===== src/rtl/uart_tx_frame.sv =====
// UART transmitter: valid/ready word intake, LSB-first serialisation with
// configurable data width, stop-bit count and run-time selectable parity.
module uart_tx_frame #(
  parameter int CLK_FREQURENCE = 12000000,
  parameter int BAUD_RATE      = 115200,
  parameter int DATA_BITS      = 8,
  parameter int STOP_BITS      = 1,
  parameter int BIT_CNT        = CLK_FREQURENCE / BAUD_RATE
) (
  input  logic                 sysclk_12,
  input  logic                 i_rest,
  input  logic [DATA_BITS-1:0] s_data,
  input  logic                 s_valid,
  output logic                 s_ready,
  input  logic                 parity_en,
  input  logic                 parity_odd,
  output logic                 tx_data,
  output logic                 send_sta_flg,
  output logic                 tx_done
);

  localparam int MAX_BITS = (DATA_BITS > STOP_BITS) ? DATA_BITS : STOP_BITS;
  localparam int CNT_W    = (BIT_CNT > 1) ? $clog2(BIT_CNT) : 1;
  localparam int IDX_W    = (MAX_BITS > 1) ? $clog2(MAX_BITS) : 1;

  localparam logic [CNT_W-1:0] CNT_LAST  = CNT_W'(BIT_CNT - 1);
  localparam logic [IDX_W-1:0] DATA_LAST = IDX_W'(DATA_BITS - 1);
  localparam logic [IDX_W-1:0] STOP_LAST = IDX_W'(STOP_BITS - 1);

  typedef enum logic [2:0] {
    IDLE,
    START,
    DATA,
    PARITY,
    STOP
  } state_t;

  state_t               r_state;
  logic [CNT_W-1:0]     r_clk_cnt;
  logic [IDX_W-1:0]     r_bit_idx;
  logic [DATA_BITS-1:0] r_data;
  logic                 r_par_en;
  logic                 r_par_odd;
  logic                 r_tx;
  logic                 r_busy;
  logic                 r_done;
  logic                 r_rst_q;

  state_t               w_state_nxt;
  logic [CNT_W-1:0]     w_cnt_nxt;
  logic [IDX_W-1:0]     w_idx_nxt;
  logic                 w_tx_nxt;
  logic                 w_done_nxt;
  logic                 w_bit_end;
  logic                 w_accept;
  logic                 w_parity;

  // r_rst_q holds s_ready low for the cycles the reset is being applied
  assign s_ready      = (r_state == IDLE) && !r_rst_q;
  assign tx_data      = r_tx;
  assign send_sta_flg = r_busy;
  assign tx_done      = r_done;

  assign w_accept  = s_valid && s_ready;
  assign w_bit_end = (r_clk_cnt == CNT_LAST);
  assign w_parity  = (^r_data) ^ r_par_odd;

  always_ff @(posedge sysclk_12) begin
    if (i_rest) begin
      r_state   <= IDLE;
      r_clk_cnt <= '0;
      r_bit_idx <= '0;
      r_data    <= '0;
      r_par_en  <= 1'b0;
      r_par_odd <= 1'b0;
      r_tx      <= 1'b1;
      r_busy    <= 1'b0;
      r_done    <= 1'b0;
      r_rst_q   <= 1'b1;
    end else begin
      r_state   <= w_state_nxt;
      r_clk_cnt <= w_cnt_nxt;
      r_bit_idx <= w_idx_nxt;
      r_tx      <= w_tx_nxt;
      r_busy    <= (w_state_nxt != IDLE);
      r_done    <= w_done_nxt;
      r_rst_q   <= 1'b0;
      if (w_accept) begin
        r_data    <= s_data;
        r_par_en  <= parity_en;
        r_par_odd <= parity_odd;
      end
    end
  end

  always_comb begin
    w_state_nxt = r_state;
    w_cnt_nxt   = w_bit_end ? '0 : r_clk_cnt + 1'b1;
    w_idx_nxt   = r_bit_idx;
    w_done_nxt  = 1'b0;

    case (r_state)
      IDLE: begin
        w_cnt_nxt = '0;
        w_idx_nxt = '0;
        if (w_accept) w_state_nxt = START;
      end
      START: begin
        if (w_bit_end) begin
          w_state_nxt = DATA;
          w_idx_nxt   = '0;
        end
      end
      DATA: begin
        if (w_bit_end) begin
          if (r_bit_idx == DATA_LAST) begin
            w_state_nxt = r_par_en ? PARITY : STOP;
            w_idx_nxt   = '0;
          end else begin
            w_idx_nxt = r_bit_idx + 1'b1;
          end
        end
      end
      PARITY: begin
        if (w_bit_end) begin
          w_state_nxt = STOP;
          w_idx_nxt   = '0;
        end
      end
      STOP: begin
        if (w_bit_end) begin
          if (r_bit_idx == STOP_LAST) begin
            w_state_nxt = IDLE;
            w_idx_nxt   = '0;
            w_done_nxt  = 1'b1;
          end else begin
            w_idx_nxt = r_bit_idx + 1'b1;
          end
        end
      end
      default: begin
        w_state_nxt = IDLE;
        w_cnt_nxt   = '0;
        w_idx_nxt   = '0;
      end
    endcase
  end

  // Line level is decoded from the next state so tx_data leaves a register
  // aligned with the state it belongs to.
  always_comb begin
    w_tx_nxt = 1'b1;
    case (w_state_nxt)
      START:   w_tx_nxt = 1'b0;
      DATA:    w_tx_nxt = r_data[w_idx_nxt];
      PARITY:  w_tx_nxt = w_parity;
      default: w_tx_nxt = 1'b1;
    endcase
  end

endmodule


===== config.mk =====
export PLATFORM = sky130hd
export DESIGN_NAME = uart_tx_frame
export DESIGN_NICKNAME = d
export VERILOG_FILES = /design/src/rtl/uart_tx_frame.sv
export SDC_FILE = /design/constraint.sdc
export NUM_CORES = 1
export LEC_CHECK = 0
export BUFFER_PORTS_ARGS = -buffer_cell sky130_fd_sc_hd__buf_2
export CELL_PAD_IN_SITES_DETAIL_PLACEMENT = 0
export CELL_PAD_IN_SITES_GLOBAL_PLACEMENT = 1
export CORE_ASPECT_RATIO = 2
export CORE_UTILIZATION = 49
export CTS_BUF_LIST = sky130_fd_sc_hd__clkbuf_4 sky130_fd_sc_hd__clkbuf_8
export CTS_CLUSTER_SIZE = 20
export DETAILED_ROUTE_END_ITERATION = 16
export PLACE_DENSITY_LB_ADDON = 0.1
export SLEW_MARGIN = 30
export SYNTH_ARGS = -nofsm -noshare
export SYNTH_HDL_FRONTEND = slang
export SYNTH_SLANG_ARGS = --single-unit

===== constraint.sdc =====
create_clock -name sysclk_12 -period 5 [get_ports sysclk_12]
set_input_delay 0.75 -clock sysclk_12 [delete_from_list [all_inputs] [get_ports sysclk_12]]
set_output_delay 0.75 -clock sysclk_12 [all_outputs]
set_load 0.005 [all_outputs]

# After elaboration in Yosys (flattened, before gate mapping)
# Cells that the tools add are included.
op_classes:
  addsub: 2
  magnitude_cmp: 1
  eq_ne: 9
  mux: 20
  bitwise: 4
  reduce_logical: 11
ops:
  columns: ["cell", "count"]
  rows:
  - ["two-way mux 3 bit", 13]
  - ["case mux 3 bit (5 select lines)", 1]
  - ["== test 3 x 2 -> 1 bit, second input constant", 4]
  - ["case mux 3 bit (3 select lines)", 1]
  - ["parity 8 bit", 1]
  - ["adder 7 x 1 -> 7 bit, second input constant", 1]
  - ["== test 7 bit, second input constant", 1]
  - ["== test 3 x 1 -> 1 bit, second input constant", 2]
  - ["== test 3 bit, second input constant", 2]
  - ["zero test 3 bit", 2]
  - ["OR reduction 3 bit", 2]
  - ["< comparator 3 x 4 -> 1 bit, second input constant", 1]
  - ["OR reduction 4 bit", 1]
  - ["adder 3 x 1 -> 3 bit, second input constant", 1]
  - ["binary-select mux 1 bit (select 3 bit)", 1]
  - ["two-way mux 1 bit", 3]
  - ["NOT 1 bit", 3]
  - ["case mux 1 bit (3 select lines)", 1]
  - ["nonzero test 3 bit", 1]
  - ["logical AND 1 bit", 2]
  - ["OR reduction 2 bit", 1]
  - ["zero test 1 bit", 1]
  - ["XOR 1 bit", 1]
word_totals:
  reg_bits: 27
  in_bits: 13
  out_inout_bits: 4
  wordCells: 57

# Depth between registers and ports, before layout
# Gate-level depths: netlist of the first run.
depth:
  word_depth: 7
  ltp_mapped: 9
  depth_no_buf: 9

# Worst setup path before layout of the first run
# No wires, ideal clock.
synth_timing:
  kind: "flip-flop to flip-flop"
  from: "register r_clk_cnt[0]"
  to: "register r_tx (netlist: tx_data)"
  setup_ns: 0.126
  t_arrival_ns: 1.876
  setup_slack_ns: 2.997
  path_stages_with_launch: 10
  n_path_buf: 1
  period_less_slack_ns: 2.003
  cell_sequence: "dfxtp_1 > ha_1 > and3_1 > buf_4 > a311o_1 > a221o_1 > nand3_1 > o211ai_1 > nand3_1 > a32oi_1"
synth_via:
  elab_chain_len: 6
  elab_cells_between_ends: 16
synth_rtl:
  columns: ["element", "line_no", "source"]
  rows:
  - ["start: declaration", "39", "logic [CNT_W-1:0] r_clk_cnt;"]
  - ["start signal: assignment", "82", "r_clk_cnt <= w_cnt_nxt;"]
  - ["== test 7 bit (*)", "65", "assign w_bit_end = (r_clk_cnt == CNT_LAST);"]
  - ["two-way mux 3 bit, on equally long branches", null, null]
  - ["case mux 3 bit (3 select lines)", "102", "case (r_state)"]
  - ["binary-select mux 1 bit (select 3 bit)", "155", "DATA: w_tx_nxt = r_data[w_idx_nxt];"]
  - ["two-way mux 1 bit (implied by the code)", "155", null]
  - ["case mux 1 bit (3 select lines) (*)", "153", "case (w_state_nxt)"]
  - ["end signal: assignment", "84", "r_tx <= w_tx_nxt;"]
  - ["end: declaration", "44", "logic r_tx;"]
# Every way passes the cells marked *; elsewhere a longest branch is shown, timed or not. The select of a mux whose other input is x is not followed.
# A chain may end at the register's enable or synchronous reset.

# Final worst setup path of the first run
layout_timing:
  from: "register r_bit_idx[0]"
  to: "register r_tx (netlist: tx_data)"
layout_via:
  elab_chain_len: 7
  elab_cells_between_ends: 20
layout_rtl:
  columns: ["element", "line_no", "source"]
  rows:
  - ["start: declaration", "40", "logic [IDX_W-1:0] r_bit_idx;"]
  - ["start signal: assignment", "83", "r_bit_idx <= w_idx_nxt;"]
  - ["adder 3 x 1 -> 3 bit, or another cell as far along", "120, 137", null]
  - ["two-way mux 3 bit, on equally long branches", "132, 116", null]
  - ["two-way mux 3 bit, on equally long branches", "131, 115", null]
  - ["case mux 3 bit (3 select lines)", "102", null]
  - ["binary-select mux 1 bit (select 3 bit)", "155", null]
  - ["two-way mux 1 bit (implied by the code)", "155", null]
  - ["case mux 1 bit (3 select lines) (*)", "153", null]
# Marked as above.

==> results of run 1 <==
-- worst min path at each step --
stage,end,slack [ns]
final,r_clk_cnt[0],0.45
after global routing,r_clk_cnt[0],0.49
after CTS,r_clk_cnt[0],0.45
after detailed placement,r_clk_cnt[0],0.44
after global placement,r_clk_cnt[0],0.43
after floorplan,r_clk_cnt[0],0.42
-- worst max-delay path, cell delays in order, from the launching register on --
cell and delay, ns:
dfxtp_1 0.45, inv_1 0.14, ha_1 0.21, nor2b_1 0.16
a311o_1 0.42, a221oi_2 0.36, o21ai_0 0.18, nand4_1 0.11
nand3_1 0.08, a32oi_1 0.19
-- cell type report --
type,count,area share
sequential,27,0.341
multi-input combinational,127,0.545
inverter,4,0.00948
tap,29,0.0229
clock inverter,1,0.00474
timing repair buffer,16,0.0506
clock buffer,3,0.0261
-- registers in the layout (all words and copies together), names as in the netlist --
register,cells
r_clk_cnt,7
send_sta_flg,1
r_data,8
tx_data,1
r_state,3
r_rst_q,1
r_par_en,1
tx_done,1
r_par_odd,1
r_bit_idx,3
-- placed cells by master, fill, tap and decap left out, types with 2 or more instances in the layout --
master    instances
nor2_1           25
a21oi_1           5
mux2i_1          11
o21ai_0           5
nor3_1            2
xnor2_1          12
xor2_1            2
buf_2            16
o21ai_1           2
nand3_1          15
nand2_1           8
ha_1              5
dfxtp_1          27
o211ai_1          2
nand4_1           3
clkbuf_8          3
a221o_1           2
and3_1            3
inv_1             3
-- cells by family after synthesis --
family	after synthesis	share of synthesized area
multiplexers	11	0.0744
XOR/XNOR	14	0.0828
adder cells (fa/ha/maj)	5	0.0423
buffers and inverters	12	0.0516
flip-flops	27	0.365
AO/OA/AOI/OAI	26	0.131
AND/OR/NAND/NOR	71	0.253
-- power by group --
group	internal, mW	switching [mW]
Combinational	0.0203	0.0192
Clock	0.0566	0.0708
Sequential	0.222	0.00711
-- cells in the mapped netlist, drive strengths merged, types with 2 or more instances --
library cell	instances
dfxtp	27
and2	2
nor3	2
a221o	2
a21oi	5
mux2i	11
and3	3
inv	4
nand2	9
clkbuf	4
o211ai	2
ha	5
xnor2	12
o21ai	7
xor2	2
nand4	3
buf	4
nand3	16
nor2	25
-- routing by layer --
layer / global-route usage / share of wire / vias up
met5: 0 / 0 / -
met2: 0.411 / 0.57 / 28
met3: 0.0279 / 0.017 / 13
li1: - / - / 612
met1: 0.199 / 0.36 / 590
met4: 0.120 / 0.052 / 0
-- metrics by stage --
stage	setup slack, ns	power (mW)	area, µm²
5_1_grt	2.56	0.412	1580
4_1_cts	2.68	0.400	1580
3_3_place_gp	2.72	0.272	1540
3_5_place_dp	2.71	0.274	1540
6_report	2.63	0.396	1580
2_1_floorplan	3.00	0.263	1480
==> qor.yml, run 1 <==
outcome: "finished, final reports clean"
holdPathStages: 1
period_share: 0.473
fill_cells: 290
port_buffers: 16
endpoint: "tx_data"
clockBufferDepth: 2
die_h_um: 79.7
reg2reg_to: "tx_data"
endpoint_kind: "flip-flop"
firstDrtPassIters: 4
synthesis.nets: 184
drc_errors: 0
nets: 197
cts.sinks: 27
cp-start-kind: "flip-flop"
yosys.area.top_type: "dfxtp_1"
maxCapViolCount: 0
ys_seq_area_frac: 0.365
ys.flop_type: "dfxtp_1"
rows: 27
ant_nets: 0
timing.fmax_mhz: 423
multi_input_area_um2: 863
clk_pin_slew_ns: 0.10
grt_first_pass_wirelength_um: 5090
grt_pass1_vias: 1213
fin_crit_ns: 2.37
tns_ns: 0
grt_overflow: 0
avgViaCountPerCell: 6.00
diodes: 0
synth_warnings: 0
timing.hold.ws_ns: 0.452
clock_latency_ns: 0.28
peakVddDrop_mv: 0.179
initial_core_util: 0.528
reg2reg_slack_ns: 2.63
tritoncts: "yes"
rsz0062_at_grt: "false"
hold_buffers: 0
worst-endpoint-arrival_ns: 2.57
netlist_instances: 166
cts_root_buf: "clkbuf_8"
die_x_um: 40.9
utilization: 0.565
ff2ff_path_depth: 9
final_cells: 207
vias: 1243
synthTopCellsByArea: "dfxtp_1 37%, mux2i_1 7.4%, xnor2_1 7.1%"
tightest_slew_ns: 0.596
synth_edf_count: 0
critPathLaunch: "r_bit_idx[0]"
p_leak_nw: 0.620
place_hpwl_um: 2600
post-place-cells: 203
critPathMaxFanout: 6
finalSetupViolCount: 0
htree_levels: 1
min_from: "r_clk_cnt[0]"
synth_area_per_cell_um2: 8.92
synth.cell_area_mm2: 0.00148
worstSetupPathType: "flip-flop to flip-flop"
track_usage: 0.221
finalHoldViolCount: 0
wl_per_cell_um: 16.0
routabilityCongestion: 0.891
ys_ff_latch: 27
cp.required_ns: 5.21
slew_headroom: 0.602
cts_setup_buffers: 0
drt_iter0_drc: 15
cts_resized: 0
skew_ns: 0.00512
grt_max_degree: 20
routed_wl_um: 3310
syn_to_final_growth_pct: 7.02
synth_top_area_share: 0.365
drive_gt1_frac: 0.157
grt_antenna_before_repair: 0
die_area_mm2: 0.00326
io_pins: 17
hp-class: "flip-flop to flip-flop"
final-seq-area_um2: 541
synth.distinct_cells: 48
synthArstFlopShare: 0
core-area_mm2: 0.00280
powerDensity_mw_per_mm2: 250
r2r-start: "r_bit_idx[0]"
drv_slew: 0
numCtsBuffers: 3
No activity file was read; power rests on OpenSTA's default activity.
==> run 2, diff against run 1 <==
--- a/config.mk
+++ b/config.mk
@@ -9,7 +9,7 @@
 export CELL_PAD_IN_SITES_DETAIL_PLACEMENT = 0
 export CELL_PAD_IN_SITES_GLOBAL_PLACEMENT = 1
 export CORE_ASPECT_RATIO = 2
-export CORE_UTILIZATION = 49
+export CORE_UTILIZATION = 41
 export CTS_BUF_LIST = sky130_fd_sc_hd__clkbuf_4 sky130_fd_sc_hd__clkbuf_8
 export CTS_CLUSTER_SIZE = 20
 export DETAILED_ROUTE_END_ITERATION = 16
==> constraint.sdc (replaced) <==
create_clock -name sysclk_12 -period 2.1 [get_ports sysclk_12]
set_input_delay 0.315 -clock sysclk_12 [delete_from_list [all_inputs] [get_ports sysclk_12]]
set_output_delay 0.315 -clock sysclk_12 [all_outputs]
set_load 0.005 [all_outputs]
==> qor.yml, run 2 (synthesis results as in run 1) <==
avgViaCountPerCell: 5.36  # -11%
drive_gt1_frac: 0.299  # +0.142
hp-class: "input port to flip-flop"
ff2ff_path_depth: 9  # unchanged
wl_met3_um: 54  # -5.3%
rsz0062_at_grt: "true"
reg_top3: "r_data: 8 flops, r_clk_cnt: 7 flops"
worstSetupPathType: "flip-flop to flip-flop"
wl_met2_um: 2260  # +20%
grt_max_degree: 20  # unchanged
switching_share: 0.246  # +0.000662
htree_levels: 1  # unchanged
finalSetupViolCount: 0  # unchanged
routed_wl_um: 3790  # +14%
clk_pin_slew_ns: 0.09  # about the same
post-place-cells: 237  # +17%
final_common_cell: "nor2_1"
grt_pass1_vias: 1318  # +8.7%
p_leak_nw: 0.767  # +24%
io_pins: 17  # unchanged
endpoint_kind: "flip-flop"
drc_errors: 0  # unchanged
tritoncts: "yes"
power_frac_comb: 0.103  # +0.003
die_area_mm2: 0.00387  # +19%
grt_overflow: 0  # unchanged
drt_iter0_drc: 28  # +13
path_cells: "inv_1 > ha_4 > nor2b_4 > a311o_1 > a221o_1 > nand3_1 > o211ai_1 > nand3b_1 > a32oi_1"
skew_ns: 0.00365  # -0.00146 ns
period_share: 0.986  # +0.513
finalHoldViolCount: 0  # unchanged
critPathMaxFanout: 5  # -1
timing.fmax_mhz: 483  # +14%
cp.required_ns: 2.26  # -2.95 ns
tns_ns: 0  # unchanged
setup_ws_ns: 0.0300  # -2.60 ns
port_buffers: 16  # unchanged
hold_buffers: 0  # unchanged
final_cells: 245  # +18%
path_buf_inv: 1  # unchanged
firstDrtPassIters: 4  # unchanged
p_seq_frac: 0.579  # about the same
place_hpwl_um: 3000  # +15%
reg2reg_to: "tx_data"
initial_core_util: 0.433  # -0.0946
holdPathStages: 3  # +2
routabilityCongestion: 0.786  # -12%
grt_antenna_before_repair: 0  # unchanged
place_area_mm2: 0.00167  # +8.9%
die_h_um: 87.0  # +9.1%
cts_root_buf: "clkbuf_8"
clockBufferDepth: 2  # unchanged
track_usage: 0.215  # -0.00575
fin_area_mm2: 0.00184  # +16%
core-area_mm2: 0.00342  # +22%
cts.sinks: 27  # unchanged
tightest_slew_ns: 0.587  # -0.00953 ns
path_delay_family: "compound AO/OA/AOI/OAI gates"
final_cell_mix: "25 x nor2_1, 24 x dfxtp_1, 19 x buf_4"
syn_to_final_growth_pct: 24.1
diodes: 0  # unchanged
internal_power_mw: 0.712  # +140%
hold_end: "r_data[2]"
peakVddDrop_mv: 0.473  # +160%
rows: 30  # +11%
reg2reg_slack_ns: 0.03  # -2.60 ns
powerDensity_mw_per_mm2: 514  # +110%
fill_cells: 336  # +16%
fin_crit_ns: 2.07  # -0.295 ns
numCtsBuffers: 3  # unchanged
drv_slew: 0  # unchanged
clock_latency_ns: 0.27  # about the same
r2r-start: "r_bit_idx[1]"
min_from: "s_data[2]"
regMostFlops: "r_data"
ant_nets: 0  # unchanged
die_x_um: 44.5  # +8.9%
top_layer: "met4"
multi_input_area_um2: 946  # +9.6%
maxCapViolCount: 0  # unchanged
post-place-ws_ns: -0.0673  # -2.78 ns
met1Wirelength_um: 1340  # +12%
p_sw_mw: 0.232  # +140%
critPathMaxStageDelay_ns: 0.44  # about the same
slew_headroom: 0.608  # +0.00678
worst-endpoint-arrival_ns: 2.23  # -0.34 ns
cp-start-kind: "flip-flop"
outcome: "finished, final reports clean"
p_clk_frac: 0.318  # -0.004
grt_first_pass_wirelength_um: 6110  # +20%
nets: 216  # +9.6%
wl_per_cell_um: 15.5  # -3.4%
critPathSlowestCell: "a221o_1"
largest_reg_flops: 8  # unchanged
final-seq-area_um2: 547  # +1.2%
vias: 1313  # +5.6%
## run 2: cell types whose count changed in the layout (fill, tap and decap cells not counted), moves of 2 or more
cell,before,now
buf_4,0,19
ha_1,5,1
o21ai_0,5,1
o21ai_1,2,6
dfxtp_1,27,24
ha_4,0,3
dfxtp_2,0,2
## run 2: area by class of cell
class | count | area share
clock buffers | 3 | 0.0225
clock inverters | 1 | 0.00272
inverters | 4 | 0.00817
multi-input cells | 127 | 0.515
flip-flops and latches | 27 | 0.298
well taps | 48 | 0.0327
repair buffers | 35 | 0.121
## run 2: repair_timing
action / CTS / global route
endpoints found under the setup margin: 2 / 1
gates resized for setup: 10 / 14
pin swaps: 2 / 15
setup buffers: 0 / 4
## run 2: stage by stage
| step | utilization | power [mW] | hold WS, ns |
|---|---|---|---|
| after floorplan | - | 0.625 | 0.343 |
| after global placement | 0.489 | 0.654 | 0.437 |
| after detailed placement | 0.489 | 0.657 | 0.449 |
| after CTS | 0.509 | 0.956 | 0.264 |
| after global routing | 0.538 | 0.987 | 0.264 |
| final | 0.538 | 0.944 | 0.262 |
## run 2: worst register-to-register path, delay by kind of cell, from the launching register on
kind,cells,cell delay (ns)
compound gates,4,1.04
buf+inv,1,0.07
flops,1,0.36
simple gates,3,0.33
fa+ha+maj,1,0.15
## run 2: worst max-delay path by stage
stage / depth (start not counted) / endpoint / from
after floorplan: 9 / tx_data / r_clk_cnt[0]
after global placement: 8 / tx_data / r_clk_cnt[0]
after detailed placement: 8 / tx_data / r_clk_cnt[0]
after CTS: 8 / tx_data / r_clk_cnt[1]
after global routing: 9 / tx_data / r_bit_idx[1]
final: 9 / tx_data / r_bit_idx[1]
## run 2: power by group through the flow
stage                     Sequential (mW)  Clock (mW)  Combinational, mW
after floorplan                     0.550           0             0.0752
after global placement              0.557           0             0.0966
after detailed placement            0.558           0             0.0984
after CTS                           0.547       0.310             0.0988
after global routing                0.549       0.329              0.109
final                               0.546       0.300             0.0975
## run 2: routing by layer
metal | global-route usage | vias up
met3 | 0.0332 | 14
met1 | 0.196 | 624
met2 | 0.425 | 24
met4 | 0.105 | 0
li1 | - | 651
met5 | 0 | -
